===== src/rtl/accum_wr_seq.sv =====
// Write-burst sequencer: issues one accumulator row address per valid column-0 partial sum,
// then drains the write-skew pipeline before pulsing done. Optional counters: ACCUM_WR_SEQ_PERF_EN.
module accum_wr_seq #(
    parameter  int SYS_COL    = 16,
    parameter  int ACCUM_ROW  = 256,
    localparam int ADDR_WIDTH = $clog2(ACCUM_ROW),
    localparam int CNT_WIDTH  = ADDR_WIDTH + 1
) (
    input  logic                  clk,
    input  logic                  rstn,
    input  logic                  cmd_valid,
    output logic                  cmd_ready,
    input  logic [ADDR_WIDTH-1:0] cmd_base,
    input  logic [CNT_WIDTH-1:0]  cmd_len,
    input  logic                  cmd_accum,
    input  logic                  psum_valid,
    output logic                  wr_en_out,
    output logic [ADDR_WIDTH-1:0] wr_addr_out,
    output logic                  wr_accum_out,
    output logic                  busy,
    output logic                  done
`ifdef ACCUM_WR_SEQ_PERF_EN
    ,
    output logic [31:0]           perf_busy_cycles,
    output logic [31:0]           perf_stall_cycles
`endif
);

    localparam int DRAIN_WIDTH = $clog2(SYS_COL + 1) + 1;

    typedef enum logic [1:0] {
        IDLE,
        RUN,
        DRAIN,
        DONE
    } state_t;

    state_t                 state, state_next;
    logic [ADDR_WIDTH-1:0]  ptr, ptr_next;
    logic [CNT_WIDTH-1:0]   rem, rem_next;
    logic                   mode, mode_next;
    logic [DRAIN_WIDTH-1:0] drain_cnt, drain_next;
    logic                   wr_en_next;
    logic [ADDR_WIDTH-1:0]  wr_addr_next;
    logic                   wr_accum_next;
    logic [CNT_WIDTH-1:0]   len_clamped;

    assign len_clamped = (cmd_len > CNT_WIDTH'(ACCUM_ROW)) ? CNT_WIDTH'(ACCUM_ROW) : cmd_len;
    assign cmd_ready   = (state == IDLE);
    assign busy        = (state != IDLE);

    always_comb begin
        // NOTE: every signal gets a default before the case so no path infers a latch.
        state_next    = state;
        ptr_next      = ptr;
        rem_next      = rem;
        mode_next     = mode;
        drain_next    = drain_cnt;
        wr_en_next    = 1'b0;
        wr_addr_next  = wr_addr_out;
        wr_accum_next = wr_accum_out;

        case (state)
            IDLE: begin
                if (cmd_valid) begin
                    ptr_next   = cmd_base;
                    rem_next   = len_clamped;
                    mode_next  = cmd_accum;
                    drain_next = '0;
                    state_next = (len_clamped != '0) ? RUN : DONE;
                end
            end
            RUN: begin
                if (psum_valid) begin
                    wr_en_next    = 1'b1;
                    wr_addr_next  = ptr;
                    wr_accum_next = mode;
                    ptr_next      = (ptr == ADDR_WIDTH'(ACCUM_ROW - 1)) ? '0 : ptr + ADDR_WIDTH'(1);
                    rem_next      = rem - CNT_WIDTH'(1);
                    if (rem == CNT_WIDTH'(1)) begin
                        state_next = DRAIN;
                        drain_next = '0;
                    end
                end
            end
            DRAIN: begin
                // Counting 0..SYS_COL places done SYS_COL+1 cycles after the last write.
                if (drain_cnt == DRAIN_WIDTH'(SYS_COL)) begin
                    state_next = DONE;
                end else begin
                    drain_next = drain_cnt + DRAIN_WIDTH'(1);
                end
            end
            DONE: begin
                state_next = IDLE;
            end
            default: begin
                state_next = IDLE;
            end
        endcase
    end

    // NOTE: sequential state uses non-blocking assignments so all registers update together.
    always_ff @(posedge clk) begin
        if (!rstn) begin
            state        <= IDLE;
            ptr          <= '0;
            rem          <= '0;
            mode         <= 1'b0;
            drain_cnt    <= '0;
            wr_en_out    <= 1'b0;
            wr_addr_out  <= '0;
            wr_accum_out <= 1'b0;
            done         <= 1'b0;
        end else begin
            state        <= state_next;
            ptr          <= ptr_next;
            rem          <= rem_next;
            mode         <= mode_next;
            drain_cnt    <= drain_next;
            wr_en_out    <= wr_en_next;
            wr_addr_out  <= wr_addr_next;
            wr_accum_out <= wr_accum_next;
            done         <= (state_next == DONE);
        end
    end

`ifdef ACCUM_WR_SEQ_PERF_EN
    always_ff @(posedge clk) begin
        if (!rstn) begin
            perf_busy_cycles  <= '0;
            perf_stall_cycles <= '0;
        end else begin
            if (busy && perf_busy_cycles != '1) begin
                perf_busy_cycles <= perf_busy_cycles + 32'd1;
            end
            if (state == RUN && !psum_valid && perf_stall_cycles != '1) begin
                perf_stall_cycles <= perf_stall_cycles + 32'd1;
            end
        end
    end
`endif

endmodule


===== config.mk =====
export PLATFORM = sky130hd
export DESIGN_NAME = accum_wr_seq
export DESIGN_NICKNAME = d
export VERILOG_FILES = /design/src/rtl/accum_wr_seq.sv
export SDC_FILE = /design/constraint.sdc
export NUM_CORES = 1
export LEC_CHECK = 0
export CORE_UTILIZATION = 40
export CTS_CLUSTER_SIZE = 25
export DETAILED_ROUTE_END_ITERATION = 6
export PLACE_DENSITY_LB_ADDON = 0.05
export SLEW_MARGIN = 30
export SYNTH_ARGS = -nofsm -noshare
export SYNTH_HDL_FRONTEND = slang
export SYNTH_SLANG_ARGS = --single-unit

===== constraint.sdc =====
create_clock -name clk -period 2.9 [get_ports clk]
set_input_delay 0.435 -clock clk [delete_from_list [all_inputs] [get_ports clk]]
set_output_delay 0.435 -clock clk [all_outputs]
set_load 0.02 [all_outputs]

* After elaboration in Yosys (flattened, before gate mapping) *
Cells that the tools add are included.

storage, ports and cells
  logic and storage cells = 54
  bits in registers = 37
  output and inout port bits = 13
  input bits = 22

operators by class
  order comparisons = 1
  reductions and logical operators = 10
  mux-type cells = 20
  add/subtract/negate cells = 3
  eq/ne operators = 11

operator list
  operator             count
  $mux 9               3
  $mux 6               4
  $mux 8               3
  $pmux 6 s3           1
  $pmux 9 s2           1
  $pmux 8 s2           1
  $mux 2               5
  $eq 9x1->1 const B   1
  $gt 9x9->1 const B   1
  $reduce_bool 9->1    1
  $sub 9x1->9 const B  1
  $add 8x1->8 const B  1
  $eq 8x8->1 const B   1
  $ne 2x2->1 const B   4
  $pmux 2 s4           1
  $add 6x1->6 const B  1
  $eq 2x2->1 const B   3
  $eq 6x5->1 const B   1
  $reduce_and 2->1     3
  $reduce_and 5->1     1
  $reduce_bool 2->1    2
  $reduce_and 3->1     1
  $reduce_bool 3->1    1
  $eq 2x1->1 const B   1
  other kinds (2)      2

* Depth between registers and ports, before layout *
Gate-level depths: netlist (run 1).

  depth in word-level cells = 7
  gate-level depth with buffers = 8
  depth with buffers taken out = 7

* Worst setup path after synthesis (run 1) *
Ideal clock, no wire load.

  path kind = register -> register
  from = register rem[2]
  to = register drain_cnt[5]
  setup slack = 0.641 ns
  stages on the path, launching flop included = 6
  data required time = 2.830 ns
  buffers on the path = 0
  arrival time = 2.189 ns
  library setup time = 0.070 ns
  period minus slack after synthesis = 2.259 ns
  path through = dfxtp_1 -> or4_4 -> or3_1 -> a221o_1 -> or4b_1 -> a21oi_1

on the way
  cells in the longest elaborated chain, start to end = 3

RTL lines
  what                               line  RTL
  start: declaration                 40    logic [CNT_WIDTH-1:0] rem, rem_next;
  start signal: assignment           118   rem <= rem_next;
  $eq 9x1->1                         80    if (rem == CNT_WIDTH'(1)) begin
  $ne 2x2->1 (no source line)        -
  $reduce_and 5->1 (no source line)  -
  end signal: assignment             120   drain_cnt <= drain_next;
  end: declaration                   42    logic [DRAIN_WIDTH-1:0] drain_cnt, drain_next;

No other way between the ends.
A chain may end at the register's enable or synchronous reset.

* Final worst setup path (run 1) *
Same ends and word-level chain as after synthesis.

==> metrics.txt, run 1 <==
status=finished clean; critical path buffer and inverter count=0; Nets=308; leakage power total=0.847 nW; Starting Density=0.427; Die Ht=70.9 um; Crit Path Max Fanout=12; drt first pass iters=6; Antenna Cells=0; Final Setup Violations=0; Die Footprint=5020 um^2; TritonCTS clock tree=built; Yosys reg bits=37; worst-path cell chain=or4_4 > or3_1 > a221o_1 > or4b_1 > a21oi_1; Via Count=1828; Fin. Hold Viols=0; power per cell area=531 nW/um^2; worst clock skew=0.00414 ns; WL per Instance=13.7 um; Synth Warn #=0; CTS Sinks=37; final setup TNS=0 ns; largest net degree at the start of global routing=22; worst-margin pin slew=0.748 ns; Via density=5.47; commonest cells after routing, fill and taps aside=dfxtp_1 (37), nand2_1 (36), clkdlybuf4s50_1 (34); clk_lat worst skew=0.29 ns; I/O pin count=35; CP max-delay cell=or4_4; GRT Util Overall=0.197; number of global-route vias before repair=1697; hpwl dp=3190 um; GPL Wtd Cong=0.810; GRT overflow=0; FMAX=396 MHz; EDFF count, synth=0; Pins Over Slew Limit=0; area delta synth->final=26.4%; Synth Net Count=276; Min-Delay Path Class=reg -> reg; layout cells sized above 1=0.0674; Crit. End Element=flop; Core ar.=4440 um^2; CTS Buf Count=5; Final Instance Count excl. Fillers=334; Fillers=453; ys async rst share=0; Max Cap Viol=0; Max clock buf depth=2; Max VDD drop=373 uV; clock root cell=clkbuf_8; cell area after layout=2400 um^2; top_reg_cell synth=dfxtp_1; Die X=70.9 um; average cell area after synthesis=7.62 um^2; Residual DRC=0; first-pass GRT wire length=7820 um; period utilisation layout=0.870; First DRT Iteration DRCs=103; RSZ-0062 raised after global routing=no; cts hold-fix bufs=0; CTS H-Tree Depth=2; post-synth cell types=46; Placement Rows=24; Critical Path RT=3.13 ns; Port Buffer Count=34; commonest non-fill, non-tap cell in the layout=dfxtp_1; total power=1.27 mW; minimum clock period=2.52 ns; Post-CTS Resized=0; clock-pin slew on the worst setup and hold paths=0.08 ns; Routed Antenna Nets=0; initial antenna violation count=0; Placed Cells=326; dpl cell area=2280 um^2; critical path's top delay family=simple AND/OR/NAND/NOR gates; # Post-CTS Setup Buffers=0; Startpoint Class=flop; register area share after synthesis=0.391; Worst path max stage delay=0.57 ns; Detailed Route WL=4590 um; Mapped Area=1900 um^2; Worst EP arrival=2.75 ns; slew margin rel.=0.501; Crit Path Category=reg -> reg; cell count after synthesis=249
## per-layer routing
metal / track usage / share of wire / vias to the layer above
met5: 0 / 0 / -
met4: 0.0533 / 0.0050 / 0
met3: 0.0484 / 0.049 / 4
met2: 0.323 / 0.44 / 43
met1: 0.260 / 0.51 / 837
li1: - / - / 944
## logic make-up (layout without fill, tap and decap cells)
logic type | count (synthesis) | after routing | synth area share
XOR/XNOR | 3 | 3 | 0.0139
flip-flops | 37 | 37 | 0.391
AO/OA/AOI/OAI | 75 | 75 | 0.238
multiplexers | 2 | 2 | 0.0106
AND/OR/NAND/NOR | 104 | 104 | 0.266
adder cells (fa/ha/maj) | 5 | 5 | 0.0330
buffers and inverters | 23 | 56 | 0.0481
## Yosys cell counts, types with 2 or more instances
master,number,area [um^2]
a21boi_0,3,22.5
a21oi_1,33,165
a221oi_1,4,35.0
a311oi_1,2,17.5
and2_1,3,18.8
and3_1,3,18.8
clkbuf_1,11,41.3
dfxtp_1,37,741
ha_1,5,62.6
inv_1,9,33.8
mux2i_1,2,20.0
nand2_1,36,135
nand2b_1,2,12.5
nand3_1,6,30.0
nand3b_1,2,15.0
nand4_1,2,12.5
nor2_1,25,93.8
nor2b_1,3,18.8
nor3_1,5,25.0
nor3b_1,2,15.0
nor4_1,3,18.8
nor4b_1,2,17.5
o211ai_1,2,15.0
o21ai_0,19,95.1
or2_2,3,18.8
or3_1,4,25.0
xor2_1,2,17.5
## worst paths after layout
| kind | start | endpoint | slack (ns) | depth (start not counted) |
|---|---|---|---|---|
| setup / recovery | rem[2] | drain_cnt[5] | 0.38 | 5 |
| hold / removal | wr_addr_out[3] | wr_addr_out[3] | 0.46 | 2 |
| setup reg to reg | rem[2] | drain_cnt[5] | 0.38 | 5 |
| hold reg to reg | wr_addr_out[3] | wr_addr_out[3] | 0.46 | 2 |
## state kept, by name, indices dropped and copies added (netlist names)
register / flops
done: 1
drain_cnt: 6
mode: 1
ptr: 8
rem: 9
state: 2
wr_accum_out: 1
wr_addr_out: 8
wr_en_out: 1
## cell type report
type	count	area, um^2	share of cell area
Multi-Input combinational cell	189	1060	0.444
Sequential cell	37	741	0.309
Timing Repair Buffer	39	378	0.158
Clock buffer	5	68.8	0.0287
Tap cell	52	65.1	0.0271
Clock inverter	3	46.3	0.0193
Inverter	9	33.8	0.0141
## power by group
group / switching (mW) / internal (mW) / leakage (nW) / total (mW)
Clock: 0.196 / 0.257 / 0.0543 / 0.454
Combinational: 0.133 / 0.115 / 0.491 / 0.248
Sequential: 0.0336 / 0.537 / 0.302 / 0.571
Total: 0.363 / 0.909 / 0.847 / 1.27
## worst min-delay path, cell delays in order (launching register included)
cell and delay (ns):
dfxtp_1 0.31, nand2_1 0.05, a21oi_1 0.05
## stage by stage
step | hold slack (ns) | worst slack [ns] | util
2_1_floorplan | 0.440 | 0.641 | -
3_3_place_gp | 0.442 | 0.427 | 0.514
3_5_place_dp | 0.449 | 0.399 | 0.514
4_1_cts | 0.460 | 0.381 | 0.539
5_1_grt | 0.479 | 0.271 | 0.539
6_report | 0.458 | 0.377 | 0.539
Note: power is estimated with default switching activity, not from simulation.
==> run 2, diff against run 1 <==
--- a/config.mk
+++ b/config.mk
@@ -6,9 +6,10 @@
 export NUM_CORES = 1
 export LEC_CHECK = 0
 export CORE_UTILIZATION = 40
+export CTS_CLUSTER_DIAMETER = 150
 export CTS_CLUSTER_SIZE = 25
 export DETAILED_ROUTE_END_ITERATION = 6
-export PLACE_DENSITY_LB_ADDON = 0.05
+export PLACE_DENSITY_LB_ADDON = 0.25
 export SLEW_MARGIN = 30
 export SYNTH_ARGS = -nofsm -noshare
 export SYNTH_HDL_FRONTEND = slang
==> run 2 against run 1 <==
Setup slack improved by 0.026 ns. Critical path depth did not move. Flip-flop and latch count stayed put. Final cell count did not move. Largest power group unchanged. First-iteration DRC count rose by 19%. Die area unchanged. Via count shrank 0.44%. Power up 1.3%. Register-to-register slack gained 0.03 ns. Combinational power barely moved.
==> metrics.txt, run 2 (synthesized netlist as in run 1, its figures left out) <==
Placed Cells=326 (unchanged); GPL Wtd Cong=0.878 (+8.3%); register area=741 um^2 (unchanged); Core ar.=4440 um^2 (unchanged); Biggest register=rem; worst clock skew=0.00250 ns (-0.00165 ns); Worst EP arrival=2.72 ns (-0.03 ns); Startpoint Class=flop; final setup TNS=0 ns (unchanged); Nets=308 (unchanged); FMAX=400 MHz (+1.1%); largest net degree at the start of global routing=22 (unchanged); Via density=5.45 (-0.44%); Hold Path End=wr_addr_out[2]; GRT Util Overall=0.193 (-0.00465); slew margin rel.=0.499 (-0.00178); Max Cap Viol=0 (unchanged); Starting Density=0.427 (unchanged); clock root cell=clkbuf_8; commonest non-fill, non-tap cell in the layout=dfxtp_1; drt first pass iters=6 (unchanged); power per cell area=536 nW/um^2 (+1.1%); Via Count=1820 (-0.44%); initial antenna violation count=0 (unchanged); cts hold-fix bufs=0 (unchanged); # Post-CTS Setup Buffers=0 (unchanged); Final Setup Violations=0 (unchanged); Antenna Cells=0 (unchanged); status=finished clean; R2R depth=5 (unchanged); leakage power total=0.850 nW (+0.36%); First DRT Iteration DRCs=123 (+19%); cell area after layout=2400 um^2 (+0.21%); commonest cells after routing, fill and taps aside=dfxtp_1 (37), nand2_1 (36), clkdlybuf4s50_1 (34); clk_lat worst skew=0.29 ns (about the same); Final Instance Count excl. Fillers=334 (unchanged); Max clock buf depth=2 (unchanged); Placement Rows=24 (unchanged); period utilisation layout=0.861 (-0.00905); Final WS setup=0.403 ns (+0.0262 ns); layout cells sized above 1=0.0674 (unchanged); Die Footprint=5020 um^2 (unchanged); hpwl dp=3050 um (-4.5%); Min-Delay Path Class=reg -> reg; Fillers=450 (-0.66%); Die Ht=70.9 um (unchanged); Die X=70.9 um (unchanged); Residual DRC=0 (unchanged); Hold Path Stages=2 (unchanged); Routed Antenna Nets=0 (unchanged); dpl cell area=2280 um^2 (unchanged); worst-margin pin slew=0.751 ns (+0.00267 ns); GRT overflow=0 (unchanged); Largest register FFs=9 (unchanged); first-pass GRT wire length=7640 um (-2.3%); Pins Over Slew Limit=0 (unchanged); r2r endpoint=drain_cnt[5]; dpl ws=0.417 ns (+0.0178 ns); Post-CTS Resized=0 (unchanged); WHS=0.459 ns (+0.00194 ns); Crit Path Max Fanout=12 (unchanged); WL per Instance=13.1 um (-4.6%); FF-to-FF Start=rem[2]; clock-pin slew on the worst setup and hold paths=0.08 ns (about the same); Top Registers=rem x9, ptr x8, wr_addr_out x8; I/O pin count=35 (unchanged); reg-to-reg slack, setup=0.40 ns (+0.03 ns); minimum clock period=2.50 ns (-0.0262 ns); RSZ-0062 raised after global routing=no; CTS Sinks=37 (unchanged); Fin. Hold Viols=0 (unchanged); Crit Path Category=reg -> reg; Crit. End Element=flop; Multi-input gate area=1060 um^2 (unchanged); CTS H-Tree Depth=2 (unchanged); Port Buffer Count=34 (unchanged); Detailed Route WL=4370 um (-4.6%); area delta synth->final=26.6%; CTS Buf Count=5 (unchanged); Max VDD drop=226 uV (-39%); min-delay src=wr_addr_out[2]; number of global-route vias before repair=1712 (+0.88%); Critical Path RT=3.13 ns (about the same); TritonCTS clock tree=built
-- run 2: cell types whose count changed in the layout (fill, tap and decap cells not counted) --
cell	delta
clkbuf_8	+1
clkinv_4	-1
-- run 2: worst max-delay path by stage --
stage | startpoint | end | slack, ns
2_1_floorplan | rem[2] | drain_cnt[5] | 0.64
3_3_place_gp | rem[2] | drain_cnt[5] | 0.45
3_5_place_dp | rem[2] | drain_cnt[5] | 0.42
4_1_cts | rem[2] | drain_cnt[5] | 0.41
5_1_grt | rem[2] | drain_cnt[5] | 0.26
6_report | rem[2] | drain_cnt[5] | 0.40
-- run 2: layout make-up --
cell class              count  area share
flip-flops and latches     37       0.308
clock buffers               6      0.0344
clock inverters             2      0.0156
inverters                   9      0.0141
well taps                  52      0.0271
repair buffers             39       0.157
multi-input cells         189       0.443
-- run 2: per-layer routing --
| metal | global-route usage | vias to the layer above | routed length [um] | share of wire |
|---|---|---|---|---|
| li1 | - | 943 | - | - |
| met1 | 0.251 | 816 | 2210 | 0.51 |
| met2 | 0.308 | 55 | 1880 | 0.43 |
| met3 | 0.0456 | 6 | 218 | 0.050 |
| met4 | 0.0778 | 0 | 57 | 0.013 |
| met5 | 0 | - | 0 | 0 |
-- run 2: per-stage QoR --
stage               total power, mW   util
floorplan                     0.739      -
detailed placement            0.825  0.514
global route                   1.35  0.541
CTS                            1.30  0.541
finish                         1.29  0.541
global placement              0.824  0.514
-- run 2: critical path: stages (launching register included) --
cell and delay [ns]:
dfxtp_1 0.37, or4_4 0.57, or3_1 0.34, a221o_1 0.48, or4b_1 0.53, a21oi_1 0.15
-- run 2: power by group --
part	internal, mW	total (mW)	switching (mW)
logic	0.115	0.245	0.129
clock network	0.280	0.473	0.194
registers	0.537	0.571	0.0336
